--- src/rtl/fcart_mem_arbiter.sv ---
// -----------------------------------------------------------------------------
// fcart_mem_arbiter
// Shares one byte-wide read-only memory between a CPU (PRG) port and a PPU
// (CHR) port. Each port holds one pending request (flag + address); a small
// IDLE/BUSY FSM grants one port at a time with round-robin on ties, holds the
// memory request until the memory acknowledges, then returns the byte to the
// granted port with a one-cycle ack pulse.
//
// Parameters
//   ADDR_W    shared memory address width
//   CHR_BASE  base address of the CHR region in shared memory
// Ports
//   CLK, RST               clock, asynchronous active-high reset
//   cpu_req/cpu_addr       PRG read request pulse and 15-bit byte address
//   cpu_data/cpu_ack       last PRG byte fetched, completion pulse
//   ppu_req/ppu_addr       CHR read request pulse and 13-bit byte address
//   ppu_data/ppu_ack       last CHR byte fetched, completion pulse
//   mem_req/mem_addr       shared memory request (level) and address
//   mem_rdata/mem_ack      shared memory read data and completion pulse
// -----------------------------------------------------------------------------
module fcart_mem_arbiter #(
    parameter int unsigned ADDR_W   = 16,
    parameter int unsigned CHR_BASE = 32'h0000_8000
) (
    input  logic              CLK,
    input  logic              RST,
    input  logic              cpu_req,
    input  logic [14:0]       cpu_addr,
    output logic [7:0]        cpu_data,
    output logic              cpu_ack,
    input  logic              ppu_req,
    input  logic [12:0]       ppu_addr,
    output logic [7:0]        ppu_data,
    output logic              ppu_ack,
    output logic              mem_req,
    output logic [ADDR_W-1:0] mem_addr,
    input  logic [7:0]        mem_rdata,
    input  logic              mem_ack
);

    typedef enum logic [0:0] {
        ST_IDLE = 1'b0,
        ST_BUSY = 1'b1
    } state_t;

    typedef enum logic [0:0] {
        PORT_CPU = 1'b0,
        PORT_PPU = 1'b1
    } port_t;

    state_t            state_r;
    port_t             last_grant_r;
    port_t             cur_grant_r;
    logic              cpu_pend_r;
    logic              ppu_pend_r;
    logic [14:0]       cpu_addr_r;
    logic [12:0]       ppu_addr_r;
    logic              mem_req_r;
    logic [ADDR_W-1:0] mem_addr_r;
    logic [7:0]        cpu_data_r;
    logic [7:0]        ppu_data_r;
    logic              cpu_ack_r;
    logic              ppu_ack_r;

    logic              grant_any_s;
    port_t             grant_sel_s;
    logic [ADDR_W-1:0] cpu_map_s;
    logic [ADDR_W-1:0] ppu_map_s;
    logic [ADDR_W-1:0] grant_addr_s;

    // CPU addresses are zero-extended; CHR addresses are offset by CHR_BASE and
    // wrap modulo 2^ADDR_W.
    assign cpu_map_s = ADDR_W'(cpu_addr_r);
    assign ppu_map_s = ADDR_W'(CHR_BASE) + ADDR_W'(ppu_addr_r);

    // Round-robin port selection among the pending flags.
    always_comb begin
        grant_any_s = cpu_pend_r | ppu_pend_r;
        if (cpu_pend_r && ppu_pend_r) begin
            // Tie: favour whichever port was not served most recently.
            grant_sel_s = (last_grant_r == PORT_CPU) ? PORT_PPU : PORT_CPU;
        end else if (ppu_pend_r) begin
            grant_sel_s = PORT_PPU;
        end else begin
            grant_sel_s = PORT_CPU;
        end
    end

    // Memory address for the port about to be granted.
    always_comb begin
        case (grant_sel_s)
            PORT_CPU: grant_addr_s = cpu_map_s;
            PORT_PPU: grant_addr_s = ppu_map_s;
            default:  grant_addr_s = cpu_map_s;
        endcase
    end

    // Arbiter FSM, request capture and registered outputs.
    always_ff @(posedge CLK or posedge RST) begin
        if (RST) begin
            state_r      <= ST_IDLE;
            last_grant_r <= PORT_CPU;
            cur_grant_r  <= PORT_CPU;
            cpu_pend_r   <= 1'b0;
            ppu_pend_r   <= 1'b0;
            cpu_addr_r   <= 15'h0000;
            ppu_addr_r   <= 13'h0000;
            mem_req_r    <= 1'b0;
            mem_addr_r   <= {ADDR_W{1'b0}};
            cpu_data_r   <= 8'h00;
            ppu_data_r   <= 8'h00;
            cpu_ack_r    <= 1'b0;
            ppu_ack_r    <= 1'b0;
        end else begin
            cpu_ack_r <= 1'b0;
            ppu_ack_r <= 1'b0;

            case (state_r)
                ST_IDLE: begin
                    if (grant_any_s) begin
                        state_r      <= ST_BUSY;
                        mem_req_r    <= 1'b1;
                        mem_addr_r   <= grant_addr_s;
                        cur_grant_r  <= grant_sel_s;
                        last_grant_r <= grant_sel_s;
                        if (grant_sel_s == PORT_PPU) begin
                            ppu_pend_r <= 1'b0;
                        end else begin
                            cpu_pend_r <= 1'b0;
                        end
                    end else begin
                        mem_req_r <= 1'b0;
                    end
                end
                ST_BUSY: begin
                    if (mem_ack) begin
                        state_r   <= ST_IDLE;
                        mem_req_r <= 1'b0;
                        case (cur_grant_r)
                            PORT_CPU: begin
                                cpu_data_r <= mem_rdata;
                                cpu_ack_r  <= 1'b1;
                            end
                            PORT_PPU: begin
                                ppu_data_r <= mem_rdata;
                                ppu_ack_r  <= 1'b1;
                            end
                            default: begin
                                cpu_data_r <= cpu_data_r;
                            end
                        endcase
                    end else begin
                        mem_req_r <= 1'b1;
                    end
                end
                default: begin
                    state_r   <= ST_IDLE;
                    mem_req_r <= 1'b0;
                end
            endcase

            // A new request wins over the grant-time clear above (later
            // non-blocking assignment), so a request arriving on the grant or
            // completion edge queues a fresh access. The granted access already
            // has its address in mem_addr_r, so overwriting here is harmless.
            if (cpu_req) begin
                cpu_pend_r <= 1'b1;
                cpu_addr_r <= cpu_addr;
            end
            if (ppu_req) begin
                ppu_pend_r <= 1'b1;
                ppu_addr_r <= ppu_addr;
            end
        end
    end

    assign mem_req  = mem_req_r;
    assign mem_addr = mem_addr_r;
    assign cpu_data = cpu_data_r;
    assign cpu_ack  = cpu_ack_r;
    assign ppu_data = ppu_data_r;
    assign ppu_ack  = ppu_ack_r;

endmodule

--- config.mk ---
export PLATFORM = sky130hd
export DESIGN_NAME = fcart_mem_arbiter
export DESIGN_NICKNAME = d
export VERILOG_FILES = /design/src/rtl/fcart_mem_arbiter.sv
export SDC_FILE = /design/constraint.sdc
export NUM_CORES = 1
export LEC_CHECK = 0
export ABC_AREA = 1
export CORE_MARGIN = 10
export CORE_UTILIZATION = 43
export DETAILED_ROUTE_END_ITERATION = 10
export GPL_TIMING_DRIVEN = 0
export PLACE_DENSITY = 0.76
export SETUP_SLACK_MARGIN = 0.1
export SLEW_MARGIN = 10
export SYNTH_ARGS = -nofsm -noshare
export SYNTH_HDL_FRONTEND = slang
export SYNTH_SLANG_ARGS = --single-unit
--- constraint.sdc ---
create_clock -name CLK -period 2.1 [get_ports CLK]
set_input_delay 0.42 -clock CLK [delete_from_list [all_inputs] [get_ports CLK]]
set_output_delay 0.42 -clock CLK [all_outputs]
set_load 0.1 [all_outputs]
# Word-level counts from Yosys, hierarchy flattened
# Index checks and enable logic that the tools add are counted.
# word_totals
ff_bits	66
latchBits	0
ramBits	0
mem_bits_ro	0
in_bits	41
n_memories	0
# op_classes
addsub	1
mul	0
div_mod_pow	0
n_lt_le_gt_ge	0
n_eq_ne	3
shifts	0
mux	20
bitwise	4
n_reduce_logical	9
# op_table
operator	count
$pmux W16 S2	1
$mux W1	18
$add A16 B13 Y16 const A	1
$reduce_and A3 Y1	4
$ne A2 B2 Y1 const B	3
$reduce_bool A2 Y1	3
$not A1 Y1	3
$pmux W1 S2	1
$reduce_and A2 Y1	1
$logic_and A1 B1 Y1	1
$or A1 B1 Y1	1

# Longest topological paths before layout
# Gate-level depths: netlist of run 1.
# logic_depth
depth_word	6
mapped_depth	6

# Least setup slack after synthesis of run 1
# Ideal clock, no wire load.
# synth_timing
path_kind	register to register
startpoint	reg mem_req (netlist name)
endpoint	reg cpu_data_r[0] (netlist: cpu_data[0])
setup_time_ns	0.122
arrival_ns	1.606
path_slack_ns	0.372
path_stages_with_launch	5
synth_period_minus_slack_ns	1.728
path_cell_list	dfrtp_1 -> nand3_4 -> buf_6 -> nand2_1 -> o21ai_2
# synth_rtl
item	line_no	text
end signal: assignment	141	cpu_data_r <= mem_rdata;
end signal: assignment	149	cpu_data_r <= cpu_data_r;
end: declaration	60	logic [7:0] cpu_data_r;

# Worst setup path after layout of run 1
# layout_timing
startpoint	reg mem_addr_r[6] (netlist: mem_addr[6])
endpoint	out mem_addr[6]
# layout_rtl
item	line_no	text
start: declaration	59	logic [ADDR_W-1:0] mem_addr_r;
start signal: assignment	109	mem_addr_r <= {ADDR_W{1'b0}};
start signal: assignment	123	mem_addr_r <= grant_addr_s;
end: declaration	36	output logic [ADDR_W-1:0] mem_addr,
# No word-level cell between the ends.

==> results of run 1 <==
-- stage by stage --
| stage | setup WS (ns) | utilization | setup TNS, ns | hold slack [ns] |
|---|---|---|---|---|
| floorplan | 0.372 | - | 0 | 0.443 |
| global placement | -0.0639 | 0.589 | -0.0993 | 0.459 |
| detailed placement | -0.0714 | 0.592 | -0.120 | 0.465 |
| CTS | 0.100 | 0.625 | 0 | 0.414 |
| global route | 0.0833 | 0.619 | 0 | 0.444 |
| finish | 0.136 | 0.619 | 0 | 0.412 |
-- layout make-up --
class	instances	area, sq um
tap	75	93.8
sequential	65	1630
multi-input combinational	176	833
fill	535	2290
buffer	15	111
clock inverter	4	75.1
timing repair buffer	74	683
inverter	40	154
clock buffer	12	155
-- cells in the final DEF (no fill, tap or decap), types with 2 or more instances in the layout --
cell,Yosys,routed
clkinvlp_4,0,3
dfrtp_1,65,65
clkbuf_1,3,4
dlygate4sd2_1,0,4
inv_1,39,38
clkdlybuf4s15_1,0,16
nand3_4,2,2
nand2_1,96,96
o21ai_0,28,28
o21ai_2,7,7
clkbuf_8,0,11
o21ai_1,9,9
clkdlybuf4s15_2,0,2
buf_4,2,2
buf_6,4,4
nand2_2,2,2
clkdlybuf4s50_1,0,38
buf_2,5,5
nand3_1,28,28
clkbuf_2,0,13
bufinv_16,0,2
-- worst max-delay path by stage --
| stage | from | endpoint | slack, ns | cells after the start |
|---|---|---|---|---|
| CTS | mem_addr[10] | mem_addr[10] | 0.10 | 1 |
| global placement | mem_req | mem_req | -0.06 | 1 |
| detailed placement | mem_req | mem_req | -0.07 | 1 |
| finish | mem_addr[6] | mem_addr[6] | 0.14 | 1 |
| floorplan | mem_req | cpu_data[0] | 0.37 | 4 |
| global route | ppu_data[6] | ppu_data[6] | 0.08 | 1 |
-- state kept, by name, summed over array words and instances, names as in the netlist --
register	count
mem_req	1
ppu_ack	1
cur_grant_r	1
mem_addr	15
ppu_addr_r	13
cpu_pend_r	1
cpu_ack	1
cpu_addr_r	15
ppu_pend_r	1
cpu_data	8
ppu_data	8
-- logic make-up after synthesis --
logic type / after synthesis
and+or+nand+nor: 130
AOI/OAI and AO/OA: 46
buffers and inverters: 55
DFF: 65
-- metal layers --
metal	wire length, microns	global-route usage	up-vias
met5	0	0	-
met4	131	0.0662	0
met3	467	0.0512	11
met2	3350	0.234	61
met1	3030	0.173	1053
li1	-	-	1092
==> flow_summary_export.csv, run 1 <==
group,metric,value,unit
cts,clk_transition_reported_paths,0.07,ns
global_route,antenna_violations_before_repair,0,
route,drcViolationCount,0,
die,core.rowCount,28,
hold_path,hold_depth,2,
finish,area_growth,37.1,%
route,wire_length_per_cell,15.1,microns
global_route,grt_pass1_vias,2271,
hold_path,timing.hold.worst_endpoint,"cpu_addr_r[10]",
yosys,combinational_family_with_the_most_area_after_synthesis,"simple AND/OR/NAND/NOR gates",
yosys,yosysSeqAreaShare,0.598,
timing,setup_repair_after_global_routing_missed_its_margin,"true",
yosys,synth_area_leaders,"dfrtp_1 60%, nand2_1 13%, inv_1 5.4%, nand3_1 5.1%, o21ai_0 5.1%",
cts,cts.root.buffer_cell,"clkbuf_8",
yosys,ys_ff_latch,65,
timing,setup_viols_final,0,
yosys,synth.cell_area,0.00272,sq mm
worst_setup_path,critPathMaxStageDelay,0.85,ns
route,finalWirelength,6980,microns
yosys,adder_cell_share_of_the_synthesized_area,0,
yosys,yosys_warnings,0,
worst_setup_path,crit_path_max_fanout,2,
worst_setup_path,setup.worst_path.class,"reg -> out",
timing,period_share,0.935,
finish,fin_nets,422,
worst_setup_path,critical_path.top_delay_family,"buffers and inverters",
yosys,synth.mux.area_fraction,0,
yosys,yosysTopAreaCellShare,0.598,
yosys,yosys.area_share.xor_xnor,0,
yosys,yosysTopAreaCell,"dfrtp_1",
worst_setup_path,crit_path_start_kind,"flip-flop",
outcome,status,"complete, no violations",
yosys,async_reset_ff_frac,1.00,
cts,post_cts_hold_buffer_count,0,
cts,postCtsResizedCells,45,
die,die-width,99.6,microns
worst_setup_path,r2r_start,"cur_grant_r",
run,cap_viol_max_count,0,
hold_path,worst_hold_path_type,"in -> reg",
worst_setup_path,worst-endpoint-required,1.68,ns
global_route,grt.total_usage,0.147,
cts,clock_path_buffers,2,
timing,hold_viol_final,0,
finish,final_design_area_no_fill,0.00373,sq mm
cts,tritoncts,"done",
timing,achievable-frequency,509,MHz
yosys,synth_compound_area_frac,0.0993,
placement,post-dp-hpwl,5110,microns
global_route,global_route_wire_length_before_repair,11700,microns
placement,detailed_place.area,0.00357,sq mm
die,die-area,0.00991,sq mm
yosys,simple_gate_share_of_the_synthesized_area,0.207,
timing,period_minus_slack,1.96,ns
timing,fin_worst_skew,0.00589,ns
cts,numClockSinks,65,
finish,drive_above_1_share,0.150,
route,vias_per_cell,4.81,
yosys,synth_flop_cell,"dfrtp_1",
yosys,netlist_instances,296,
cts,clock_latency,0.35,ns
worst_setup_path,critical_path.endpoint_type,"output port",
yosys,post_synth_num_cell_types,19,
finish,instances_no_fill,461,
placement,portBuffers,73,
yosys,postSynthAreaPerCell,9.19,sq um
timing,worst_margin_pin_slew,0.970,ns
yosys,synth-edff-count,0,
placement,number_of_cells_after_detailed_placement,445,
placement,place_congestion,0.838,
route,ant_nets,0,
route,drt_pre_antenna_iters,4,
worst_setup_path,critical_register_to_register_path_endpoint,"mem_addr[2]",
die,ios,76,
die,initial_cell_density_of_the_core,0.452,
cts,clock_tree.htree_level_count,3,
die,core_area,0.00603,sq mm
worst_setup_path,crit_arrival,1.54,ns
timing,slew_margin_rel,0.356,
worst_setup_path,timing.critical_path.buf_inv,1,
worst_setup_path,r2r_setup_slack,0.81,ns
worst_setup_path,crit_chain,"dlygate4sd2_1",
hold_path,hold_path.startpoint,"cpu_req",
route,vias,2217,
yosys,synthMostInstantiatedCell,"nand2_1",
yosys,post_synth_most_frequent_cells,"96 x nand2_1, 65 x dfrtp_1, 39 x inv_1, 28 x nand3_1, 28 x o21ai_0",
worst_setup_path,slowest_cell_on_the_critical_path,"dlygate4sd2_1",
global_route,globalRouteOverflowTotal,0,
die,fp.dieH,99.6,microns
route,drt-initial-drc-count,106,
cts,cts_setup_buffers,0,
worst_setup_path,timing.reg2reg.worst_path_depth,6,
cts,cts_bufs_inserted,9,
timing,slew_viol_final,0,
global_route,maximum_number_of_pins_on_one_net_before_global_route_repair,40,
yosys,syn_nets,337,
finish,ant_diodes,0,
Power of run 1 is not shown: default switching activity piles up to over one toggle a cycle in this logic, so the estimate is an artifact.
==> inputs of run 2 (changes only) <==
--- a/config.mk
+++ b/config.mk
@@ -8,6 +8,7 @@
 export ABC_AREA = 1
 export CORE_MARGIN = 10
 export CORE_UTILIZATION = 43
+export CTS_CLUSTER_DIAMETER = 120
 export DETAILED_ROUTE_END_ITERATION = 10
 export GPL_TIMING_DRIVEN = 0
 export PLACE_DENSITY = 0.76
==> results of run 2 <==
The final DEF is identical to that of run 1; final timing and power are the same.
Power of run 2 is left out for the same reason.
==> inputs of run 3 (changes only) <==
--- a/config.mk
+++ b/config.mk
@@ -6,12 +6,14 @@
 export NUM_CORES = 1
 export LEC_CHECK = 0
 export ABC_AREA = 1
+export CELL_PAD_IN_SITES_DETAIL_PLACEMENT = 0
+export CELL_PAD_IN_SITES_GLOBAL_PLACEMENT = 1
 export CORE_MARGIN = 10
-export CORE_UTILIZATION = 43
+export CORE_UTILIZATION = 32
 export CTS_CLUSTER_DIAMETER = 120
 export DETAILED_ROUTE_END_ITERATION = 10
 export GPL_TIMING_DRIVEN = 0
-export PLACE_DENSITY = 0.76
+export PLACE_DENSITY_LB_ADDON = 0.1
 export SETUP_SLACK_MARGIN = 0.1
 export SLEW_MARGIN = 10
 export SYNTH_ARGS = -nofsm -noshare
==> flow_summary_export.csv, run 3 (synthesis results as in run 1) <==
group,metric,value,unit
route,route.layer.met1.wl,3480,microns
finish,drive_above_1_share,0.138,
placement,number_of_cells_after_detailed_placement,475,
timing,achievable-frequency,509,MHz
die,ios,76,
die,initial_cell_density_of_the_core,0.330,
timing,setup_viols_final,0,
timing,slew_margin_rel,0.360,
finish,final_common_cell,"nand2_1",
global_route,grt_pass1_vias,2211,
die,fp.dieH,112,microns
route,drcViolationCount,0,
timing,setup_repair_after_global_routing_missed_its_margin,"true",
route,ant_nets,0,
route,wire_length_per_cell,14.3,microns
timing,fin_worst_skew,0.00644,ns
worst_setup_path,crit_arrival,1.54,ns
cts,clock_latency,0.34,ns
placement,portBuffers,73,
finish,area_growth,37.9,%
worst_setup_path,crit_chain,"dlygate4sd2_1",
timing,whs,0.430,ns
die,die-width,112,microns
run,cap_viol_max_count,0,
finish,instances_no_fill,490,
worst_setup_path,r2r_setup_slack,0.83,ns
worst_setup_path,worst-endpoint-required,1.68,ns
route,drt_pre_antenna_iters,6,
worst_setup_path,setup.worst_path.class,"reg -> out",
timing,hold_viol_final,0,
timing,slew_viol_final,0,
worst_setup_path,slowest_cell_on_the_critical_path,"dlygate4sd2_1",
timing,period_minus_slack,1.96,ns
worst_setup_path,critical_path.top_delay_family,"buffers and inverters",
global_route,grt.total_usage,0.114,
die,die-area,0.0126,sq mm
timing,finalWorstSetupSlack,0.137,ns
worst_setup_path,timing.critical_path.buf_inv,1,
worst_setup_path,critical_path.endpoint_type,"output port",
route,routed_wl_met2,2970,microns
cts,cts_setup_buffers,0,
cts,cts_bufs_inserted,9,
cts,clock_path_buffers,2,
route,vias_per_cell,4.35,
route,drt-initial-drc-count,78,
finish,ant_diodes,0,
finish,post-route-util,0.454,
worst_setup_path,crit_path_start_kind,"flip-flop",
cts,cts.root.buffer_cell,"clkbuf_8",
hold_path,worst_hold_path_type,"in -> reg",
global_route,global_route_wire_length_before_repair,11700,microns
outcome,status,"complete, no violations",
route,maxUsedRoutingLayer,"met4",
cts,clock_tree.htree_level_count,3,
cts,clk_transition_reported_paths,0.07,ns
global_route,antenna_violations_before_repair,0,
route,met3WireLength,489,microns
timing,worst_margin_pin_slew,0.964,ns
die,core.rowCount,33,
worst_setup_path,crit_path_max_fanout,2,
timing,period_share,0.935,
finish,most-common-layout-cells,"96 x nand2_1, 65 x dfrtp_1, 38 x inv_1, 38 x clkdlybuf4s50_1",
cts,numClockSinks,65,
placement,place_congestion,0.719,
worst_setup_path,critPathMaxStageDelay,0.86,ns
placement,place_worst_setup_slack,-0.0724,ns
die,core_area,0.00826,sq mm
cts,tritoncts,"done",
placement,post-dp-hpwl,5160,microns
global_route,maximum_number_of_pins_on_one_net_before_global_route_repair,37,
global_route,globalRouteOverflowTotal,0,
route,vias,2133,
route,finalWirelength,7020,microns
finish,fin_nets,422,
-- run 3: cell types whose count changed in the layout (fill, tap and decap cells not counted), sizes merged --
| cell | delta |
|---|---|
| clkbuf | -4 |
| clkinvlp | -2 |
| clkinv | +2 |
| clkdlybuf4s15 | +2 |
| bufinv | -1 |
| dlygate4sd2 | +2 |
-- run 3: cell type report --
| type | count | area, sq um |
|---|---|---|
| plain buffers | 15 | 111 |
| repair buffers | 74 | 701 |
| fillers | 856 | 4510 |
| multi-input cells | 176 | 833 |
| well taps | 105 | 131 |
| clock inverters | 3 | 40.0 |
| inverters | 40 | 154 |
| flip-flops and latches | 65 | 1630 |
| clock buffers | 12 | 155 |
-- run 3: layer usage --
| metal | global-route usage | up-vias |
|---|---|---|
| li1 | - | 1088 |
| met1 | 0.158 | 970 |
| met2 | 0.156 | 69 |
| met3 | 0.0447 | 6 |
| met4 | 0.0431 | 0 |
| met5 | 0 | - |
-- run 3: through the flow --
stage,instance area [sq um],setup TNS [ns]
after floorplan,2730,0
after global placement,3590,-0.123
after detailed placement,3610,-0.121
after CTS,3770,0
after global routing,3750,0
final,3750,0
-- run 3: what timing repair did --
| action | in CTS | in global routing |
|---|---|---|
| endpoints found under the setup margin | 35 | 27 |
| hold buffers | 0 | 0 |
| pin swaps | 0 | 0 |
| resized for setup | 45 | 30 |
-- run 3: path summary, 6_finish.rpt --
path                           startpoint        endpoint  cells after the start
max                           ppu_data[2]     ppu_data[2]                      1
min                               cpu_req   cpu_addr_r[8]                      2
max reg2reg                   cur_grant_r     mem_addr[4]                      6
min reg2reg                cpu_addr_r[14]  cpu_addr_r[14]                      2
max in group asynchronous             RST   cpu_addr_r[2]                      3
min in group asynchronous             RST    mem_addr[12]                      2
Power of run 3 is left out for the same reason.
